$ cat src/rtl/booth_r4_seq_accumulator.sv
// Sequential radix-4 Booth multiplier: one partial product per RUN cycle, accumulated into a 64-bit result.
// Latency: out_valid T+17 (signed) / T+18 (unsigned) after accept; variable (min T+2) with BOOTH_R4_EARLY_TERM_EN.
// Backpressure: one operation in flight; in_ready only in IDLE, result held in DONE until out_ready.
module booth_r4_seq_accumulator (
  input  logic        clk,
  input  logic        rst,
  input  logic        in_valid,
  output logic        in_ready,
  input  logic [31:0] multiplicand,
  input  logic [31:0] multiplier,
  input  logic        sign,
  output logic [31:0] pp_multiplicand,
  output logic [2:0]  pp_booth,
  output logic        pp_sign,
  input  logic [33:0] pp,
  output logic [63:0] product,
  output logic        out_valid,
  input  logic        out_ready
);

  localparam logic [1:0] S_IDLE = 2'd0;
  localparam logic [1:0] S_RUN  = 2'd1;
  localparam logic [1:0] S_DONE = 2'd2;

  logic [1:0]  state_q, state_d;
  logic [31:0] x_q, x_d;
  // Multiplier pre-extended to 34 bits so the unsigned 17th group sees zeros above bit 31.
  logic [33:0] y_q, y_d;
  logic        sign_q, sign_d;
  logic [4:0]  idx_q, idx_d;
  logic [63:0] acc_q, acc_d;
  logic [63:0] product_q, product_d;

  logic [5:0]  sh;
  logic [2:0]  win;
  logic [4:0]  last_grp;
  logic        early;
  logic        done_now;
  logic [63:0] addend;

`ifdef BOOTH_R4_EARLY_TERM_EN
  logic signed [33:0] rem;
`endif

  // Booth window selection, early-termination test and next-state logic.
  always_comb begin
    state_d   = state_q;
    x_d       = x_q;
    y_d       = y_q;
    sign_d    = sign_q;
    idx_d     = idx_q;
    acc_d     = acc_q;
    product_d = product_q;

    sh       = {idx_q, 1'b0};
    // Window i is {Y[2i+1], Y[2i], Y[2i-1]}; the appended zero supplies Y[-1].
    win      = 3'({y_q, 1'b0} >> sh);
    last_grp = sign_q ? 5'd15 : 5'd16;

`ifdef BOOTH_R4_EARLY_TERM_EN
    // Remaining windows are all 000/111 exactly when Y[33:2i+1] is all zeros or all ones.
    rem   = $signed(y_q) >>> (sh + 6'd1);
    early = (rem == '0) || (&rem);
`else
    early = 1'b0;
`endif
    done_now = (idx_q == last_grp) || early;

    // The generator negates by ones' complement; the missing +1 is injected at the same weight.
    addend = ({{30{pp[33]}}, pp} << sh) + (64'(win[2]) << sh);

    case (state_q)
      S_IDLE: begin
        if (in_valid) begin
          x_d     = multiplicand;
          y_d     = sign ? {{2{multiplier[31]}}, multiplier} : {2'b00, multiplier};
          sign_d  = sign;
          acc_d   = '0;
          idx_d   = '0;
          state_d = S_RUN;
        end
      end
      S_RUN: begin
        acc_d = acc_q + addend;
        idx_d = idx_q + 5'd1;
        if (done_now) begin
          product_d = acc_q + addend;
          state_d   = S_DONE;
        end
      end
      S_DONE: begin
        if (out_ready) begin
          state_d = S_IDLE;
        end
      end
      default: state_d = S_IDLE;
    endcase
  end

  // State and datapath registers; reset aborts any operation in flight.
  always_ff @(posedge clk) begin
    if (rst) begin
      state_q   <= S_IDLE;
      x_q       <= '0;
      y_q       <= '0;
      sign_q    <= 1'b0;
      idx_q     <= '0;
      acc_q     <= '0;
      product_q <= '0;
    end else begin
      state_q   <= state_d;
      x_q       <= x_d;
      y_q       <= y_d;
      sign_q    <= sign_d;
      idx_q     <= idx_d;
      acc_q     <= acc_d;
      product_q <= product_d;
    end
  end

  assign in_ready        = (state_q == S_IDLE);
  assign out_valid       = (state_q == S_DONE);
  assign product         = product_q;
  assign pp_multiplicand = x_q;
  assign pp_sign         = sign_q;
  assign pp_booth        = (state_q == S_RUN) ? win : 3'b000;

endmodule

$ cat config.mk
export PLATFORM = sky130hd
export DESIGN_NAME = booth_r4_seq_accumulator
export DESIGN_NICKNAME = d
export VERILOG_FILES = /design/src/rtl/booth_r4_seq_accumulator.sv
export SDC_FILE = /design/constraint.sdc
export NUM_CORES = 1
export LEC_CHECK = 0
export BUFFER_PORTS_ARGS = -buffer_cell sky130_fd_sc_hd__buf_2
export CORE_ASPECT_RATIO = 1.2
export CORE_UTILIZATION = 53
export CTS_CLUSTER_DIAMETER = 150
export DETAILED_ROUTE_END_ITERATION = 8
export PLACE_DENSITY = 0.87
export SETUP_SLACK_MARGIN = 0.4
export SYNTH_ARGS = -nofsm -noshare
export SYNTH_HDL_FRONTEND = slang
export SYNTH_SLANG_ARGS = --single-unit
$ cat constraint.sdc
create_clock -name clk -period 5.5 [get_ports clk]
set_clock_uncertainty 0.15 [all_clocks]
set_input_delay 0.55 -clock clk [delete_from_list [all_inputs] [get_ports clk]]
set_output_delay 0.55 -clock clk [all_outputs]
set_load 0.03 [all_outputs]
==> metrics.yaml, run 1 <==
num_io_pins: 205
rows: 66
clockRootBuffer: "clkbuf_16"
clock_path_buffers: 3
synth_top_cell_by_area: "dfxtp_1"
drcViolationCount: 0
post_synth_and_or_nand_nor_area_fraction_pct: 20.7
status: "finished, final reports clean"
fin_worst_hold_slack_ps: 103
grt_usage_pct: 32.4
hold_class: "input pin to flip-flop"
clk_pin_slew_ps: 60
areaGrowthSynthToFinish_pct: 25.4
insertion_delay_ps: 530
cts_htree_levels: 1
die_h_um: 184
cp_data_arrival_time_ps: 5650
slew_headroom_pct: 23.4
worst_path_max_delay_cell: "or4b_4"
synthArstFlopShare_pct: 0
cap_viol_max_count: 0
final_area_um2: 18400
path_buf_inv: 1
synthMuxAreaShare_pct: 8.06
power_frac_seq_pct: 29.2
synth_compound_area_share_pct: 21.2
numCtsBuffers: 23
synth_top_family_by_area: "compound AO/OA/AOI/OAI gates"
end_kind: "flip-flop"
cts_tree: "yes"
p_per_area_nw_per_um2: 301
yosys.area.top_type_share_pct: 27.4
vias: 15200
synthDistinctLibCells: 71
p_int_uw: 3430
dieArea_um2: 28300
cp_data_required_time_ps: 5820
hpwl_um: 35100
finalHoldViolCount: 0
die_w_um: 154
rsz0062_at_grt: "yes"
drv_slew: 0
cellLeakagePower_uw: 0.00813
grt_pass1_vias: 14200
cp_top_family: "simple AND/OR/NAND/NOR gates"
vias_per_cell: 6.01
netlist_area_um2: 14700
avgSynthCellArea_um2: 7.57
gp_congestion: 1.02
grt_first_pass_wirelength_um: 73700
synthAdderAreaFrac_pct: 12.5
initial_core_util_pct: 54.0
cp_cell_sequence: "mux4_2, mux4_2, a21boi_4, nor3_4, and2_4, fa_2, ha_4, nand2_4, nor3_4, a21oi_2, or4b_4, a21oi_4, o31ai_2, buf_4, o32ai_4, a21oi_2, or4_1, nand3_1"
netlist_instances: 1936
drtAntennaViolNets: 0
synth-edff-count: 0
setup_viol: 0
switching_share_pct: 37.9
antenna_found_initial: 0
path_max_fanout: 6
crit_type: "flip-flop to flip-flop"
synth_top_flop_cell: "dfxtp_1"
io_buffer_count: 204
fin_tns_setup_ps: 0
drt-initial-drc-count: 1164
drive_gt1_share_pct: 25.4
fmax_mhz: 188
synth_seq_cells: 201
finalCritPeriodShare_pct: 97.0
synth_seq_area_share_pct: 27.4
cpPeakStageDelay_ps: 580
fin_crit_ps: 5330
ir_drop_mv: 0.187
clock_sinks: 201
post-place-cells: 2464
combPwrFrac_pct: 42.4
place_area_um2: 16500
grt_max_degree: 71
synth.area.top_cells: "dfxtp_1 27%, nand2_1 11%, a21oi_1 9.0%"
tightest_slew_ps: 1150
p_sw_uw: 2100
drt_first_pass_iters: 6
nNetsFinal: 2411
gr-total-overflow: 0
synth_warnings: 0
synthXorXnorAreaFrac_pct: 3.70
pwr-share-clk_pct: 28.3
final_core_util_pct: 67.7
layout.cells.non_filler: 2538
setup.worst_path.start_class: "flip-flop"
routedWlPerCell_um: 19.0
core_area_um2: 27200
routed_wirelength_um: 48200
[layout make-up]
type                            count  area [um^2]
Antenna cell                        1         2.50
Multi-Input combinational cell   1504        10500
Fill cell                        2203         8790
Sequential cell                   201         4030
Tap cell                          340          425
Inverter                          104          390
Clock inverter                      9         96.3
Clock buffer                       32          669
Timing Repair Buffer              347         2270
[state kept, by name, summed over array words and instances (netlist names)]
signal	flops
acc_q	64
idx_q	5
pp_multiplicand	32
pp_sign	1
product	64
state_q	2
y_q	33
[worst reg2reg max path: cells and delay by family (launching register included)]
family	cells	cell delay, ps
AOI/OAI and AO/OA	6	1130
DFF	1	400
buffers and inverters	1	150
adders and majority gates	2	780
muxes	2	1010
and+or+nand+nor	7	1650
[logic make-up (layout without fill, tap and decap cells)]
kind of cell / Yosys count / count (layout)
AND/OR/NAND/NOR: 706 / 706
AO/OA/AOI/OAI: 516 / 516
buffers and inverters: 244 / 492
flip-flops: 201 / 201
adder cells (fa/ha/maj): 127 / 127
multiplexers: 78 / 78
XOR/XNOR: 62 / 62
other: 2 / 16
[final timing paths]
path,start,end,slack (ps),cells past startpoint
max,idx_q[0],product[56],170,18
min,multiplicand[16],pp_multiplicand[16],100,3
max reg2reg,idx_q[0],product[56],170,18
min reg2reg,product[48],product[48],300,2
[cells in the final DEF (no fill, tap or decap), types with 6 or more instances in the layout]
cell       instances
a22o_1            21
clkbuf_16         24
nor2_1           104
o211ai_1           6
a21o_1            31
a31oi_1           14
mux4_2            31
dfxtp_1          199
mux2_2            10
nand2b_1          11
o21ai_0           48
a211oi_1          10
clkbuf_8           6
buf_6             15
xnor2_2            8
xnor2_1           33
a21oi_1          245
nand4_1           20
buf_4            121
o21a_1             6
o21ai_2            6
o21ai_1           22
mux2i_1           32
nor2b_1            9
nor2_2             6
a21oi_2           21
conb_1            15
and2_1            12
and3_1             7
fa_1              31
ha_1              86
nand2_1          407
o21bai_1          14
o22ai_1            8
nor3_1            14
nand3_1           64
xor2_1            17
inv_1            100
buf_2            203
[metal layers]
layer | GRT usage (%) | share of wire [%] | vias up
li1 | - | - | 7182
met1 | 40.2 | 40 | 7233
met2 | 55.5 | 48 | 663
met3 | 4.75 | 6.9 | 163
met4 | 14.6 | 4.7 | 0
met5 | 0 | 0 | -
[power by group through the flow]
stage                     combinational (uW)  clock [uW]  sequential, uW
after floorplan                         1350           0            1650
after global placement                  1970           0            1640
after detailed placement                2000           0            1650
after CTS                               2110        1590            1620
after global routing                    2540        1660            1630
final                                   2350        1570            1620
[per-stage QoR]
stage          power, uW  setup slack (ps)
2_1_floorplan       3000               399
3_3_place_gp        3610               113
3_5_place_dp        3640             -13.0
4_1_cts             5310               145
5_1_grt             5820              7.88
6_report            5530               168
[cells in the mapped netlist (20+ instances only)]
master	number
a21o_1	31
a21oi_1	265
a22o_1	21
a31oi_1	21
buf_1	27
clkbuf_1	107
dfxtp_1	201
fa_1	33
ha_1	94
inv_1	102
mux2i_1	37
mux4_2	31
nand2_1	411
nand3_1	65
nand4_1	20
nor2_1	113
o21ai_0	65
xnor2_1	41
xor2_1	21
[what timing repair did]
| item | CTS | global route |
|---|---|---|
| resized for setup | 58 | 114 |
| endpoints found under the setup margin | 56 | 65 |
| gates cloned | 1 | 1 |
| hold buffers | 0 | 0 |
| pin swaps | 18 | 55 |
| buffers inserted | 11 | 19 |
Note: power is estimated with default switching activity, not from simulation.
==> run 2, diff against run 1 <==
--- a/config.mk
+++ b/config.mk
@@ -7,10 +7,10 @@
 export LEC_CHECK = 0
 export BUFFER_PORTS_ARGS = -buffer_cell sky130_fd_sc_hd__buf_2
 export CORE_ASPECT_RATIO = 1.2
-export CORE_UTILIZATION = 53
+export CORE_UTILIZATION = 59
 export CTS_CLUSTER_DIAMETER = 150
 export DETAILED_ROUTE_END_ITERATION = 8
-export PLACE_DENSITY = 0.87
+export PLACE_DENSITY = 0.92
 export SETUP_SLACK_MARGIN = 0.4
 export SYNTH_ARGS = -nofsm -noshare
 export SYNTH_HDL_FRONTEND = slang
==> constraint.sdc (replaced) <==
create_clock -name clk -period 5.8 [get_ports clk]
set_clock_uncertainty 0.15 [all_clocks]
set_input_delay 0.58 -clock clk [delete_from_list [all_inputs] [get_ports clk]]
set_output_delay 0.58 -clock clk [all_outputs]
set_load 0.03 [all_outputs]
==> run 2 against run 1 <==
  * Critical path depth is 2 higher
  * Non-clock buffer count is 92 lower
  * Clock-buffer cell count is 2 lower
  * Sequential share of layout area is 1.6 points higher
  * Worst setup slack better by 82 ps
  * Core utilization is 3.3 points higher
  * Final area is 6.6% lower
  * Global-route usage is 2.5 points higher
  * Largest power group unchanged
  * Highest routed layer unchanged
==> metrics.yaml, run 2 (synthesized netlist as in run 1, its figures left out) <==
power_frac_seq_pct: 30.5  # +1.3 points
gp_congestion: 1.06  # +4.2%
final_common_cell: "nand2_1"
clock_sinks: 201  # unchanged
end_kind: "flip-flop"
gr-total-overflow: 0  # unchanged
fillers: 1916  # -13%
areaGrowthSynthToFinish_pct: 17.1
die_w_um: 146  # -5.2%
nNetsFinal: 2319  # -3.8%
fin_worst_hold_slack_ps: 131  # +28.2 ps
finalCritPeriodShare_pct: 95.7  # -1.3 points
fin_tns_setup_ps: 0  # unchanged
rows: 62  # -6.1%
drive_gt1_share_pct: 18.8  # -6.5 points
clock_path_buffers: 3  # unchanged
grt_pass1_vias: 14000  # -1.5%
routed_wirelength_um: 46500  # -3.5%
grt_first_pass_wirelength_um: 71800  # -2.6%
hpwl_um: 34200  # -2.7%
p_per_area_nw_per_um2: 294  # -2.3%
num_io_pins: 205  # unchanged
slew_headroom_pct: 21.3  # -2.1 points
final_cell_mix: "409 x nand2_1, 258 x a21oi_1, 203 x buf_2"
diodes: 0  # -1
vias: 15100  # -0.66%
cts_tree: "yes"
drt_first_pass_iters: 5  # -1
post-place-cells: 2374  # -3.7%
cellLeakagePower_uw: 0.00761  # -6.3%
vias_per_cell: 6.24  # +3.9%
routedWlPerCell_um: 19.2  # +0.96%
setup_viol: 0  # unchanged
combPwrFrac_pct: 37.9  # -4.5 points
p_int_uw: 3160  # -7.9%
antenna_found_initial: 0  # unchanged
pwr-share-clk_pct: 31.6  # +3.3 points
insertion_delay_ps: 530  # about the same
cp_data_required_time_ps: 6070  # +250 ps
drv_slew: 0  # unchanged
clockRootBuffer: "clkbuf_16"
crit_type: "flip-flop to flip-flop"
ir_drop_mv: 0.232  # +24%
drt-initial-drc-count: 1595  # +37%
die_h_um: 175  # -5.2%
dieArea_um2: 25500  # -10%
layout.cells.non_filler: 2426  # -4.4%
drcViolationCount: 0  # unchanged
numCtsBuffers: 23  # unchanged
grt_usage_pct: 34.9  # +2.5 points
path_max_fanout: 8  # +2
cap_viol_max_count: 0  # unchanged
cp_data_arrival_time_ps: 5820  # +170 ps
drtAntennaViolNets: 0  # unchanged
tightest_slew_ps: 1180  # +32.4 ps
initial_core_util_pct: 60.6  # +6.6 points
setup.worst_path.start_class: "flip-flop"
core_area_um2: 24200  # -11%
p_sw_uw: 1880  # -10%
rsz0062_at_grt: "yes"
finalHoldViolCount: 0  # unchanged
status: "finished, final reports clean"
io_buffer_count: 204  # unchanged
grt_max_degree: 69  # -2.8%
cts_htree_levels: 1  # unchanged
switching_share_pct: 37.3  # -0.62 points
fin_crit_ps: 5550  # +218 ps
clk_pin_slew_ps: 60  # about the same
hold_class: "input pin to flip-flop"
fmax_mhz: 180  # -3.9%
## run 2: changes by cell type in the layout (fill, tap and decap cells not counted), sizes merged
cell	previous run	this run
buf	345	255
bufinv	1	4
clkbuf	33	30
clkinv	3	6
clkinvlp	3	0
bufbuf	1	0
diode	1	0
## run 2: path summary, 6_finish.rpt
| check | slack, ps | cells past startpoint | startpoint | endpoint |
|---|---|---|---|---|
| setup / recovery | 250 | 20 | idx_q[1] | product[47] |
| hold / removal | 130 | 3 | multiplicand[18] | pp_multiplicand[18] |
| setup reg to reg | 250 | 20 | idx_q[1] | product[47] |
| hold reg to reg | 300 | 2 | product[21] | product[21] |
## run 2: power groups by stage
| stage | Clock, uW | Combinational, uW | Sequential, uW |
|---|---|---|---|
| after floorplan | 0 | 1270 | 1570 |
| after global placement | 0 | 1720 | 1560 |
| after detailed placement | 0 | 1760 | 1560 |
| after CTS | 1600 | 1790 | 1540 |
| after global routing | 1660 | 2080 | 1550 |
| final | 1600 | 1910 | 1540 |
## run 2: metrics by stage
step	util (%)	power [uW]	instance area [um^2]	setup WS (ps)
floorplan	-	2840	14700	450
global placement	65.9	3280	15900	347
detailed placement	65.9	3320	15900	182
CTS	69.5	4930	16800	377
global route	70.9	5290	17200	126
finish	70.9	5050	17200	250
## run 2: repair_timing
action | 4_1_cts | 5_1_grt
setup buffers | 0 | 10
gates resized for setup | 12 | 52
hold buffers | 0 | 0
setup endpoints to repair | 30 | 58
pin swaps | 2 | 18
## run 2: cell type report
cell class                      count  area, um^2  area share (%)
Multi-Input combinational cell   1504       10100            58.7
Tap cell                          320         400            2.33
Timing Repair Buffer              255        1440            8.40
Sequential cell                   201        4030            23.5
Clock buffer                       30         642            3.74
Inverter                          104         390            2.27
Clock inverter                     12         189            1.10
## run 2: metal layers
layer	GRT usage, %	part of all wire, %	wire [um]
met5	0	0	0
met4	19.5	5.9	2740
met3	6.08	8.8	4080
met2	58.1	47	21800
met1	42.8	39	17900
## run 2: worst max-delay path, stage by stage (launching register included)
cell	delay (ps)
dfxtp_4	420
mux2_2	370
nor2_1	140
a21oi_1	60
mux4_2	500
a21boi_4	310
nor3_4	80
and2_4	150
fa_1	590
ha_4	220
buf_4	130
a2111oi_0	480
o21ai_1	190
nand3_1	190
a21oi_2	110
o2111ai_2	270
nand2_1	180
a31oi_2	230
o21bai_1	140
nor4b_1	170
a311o_1	350
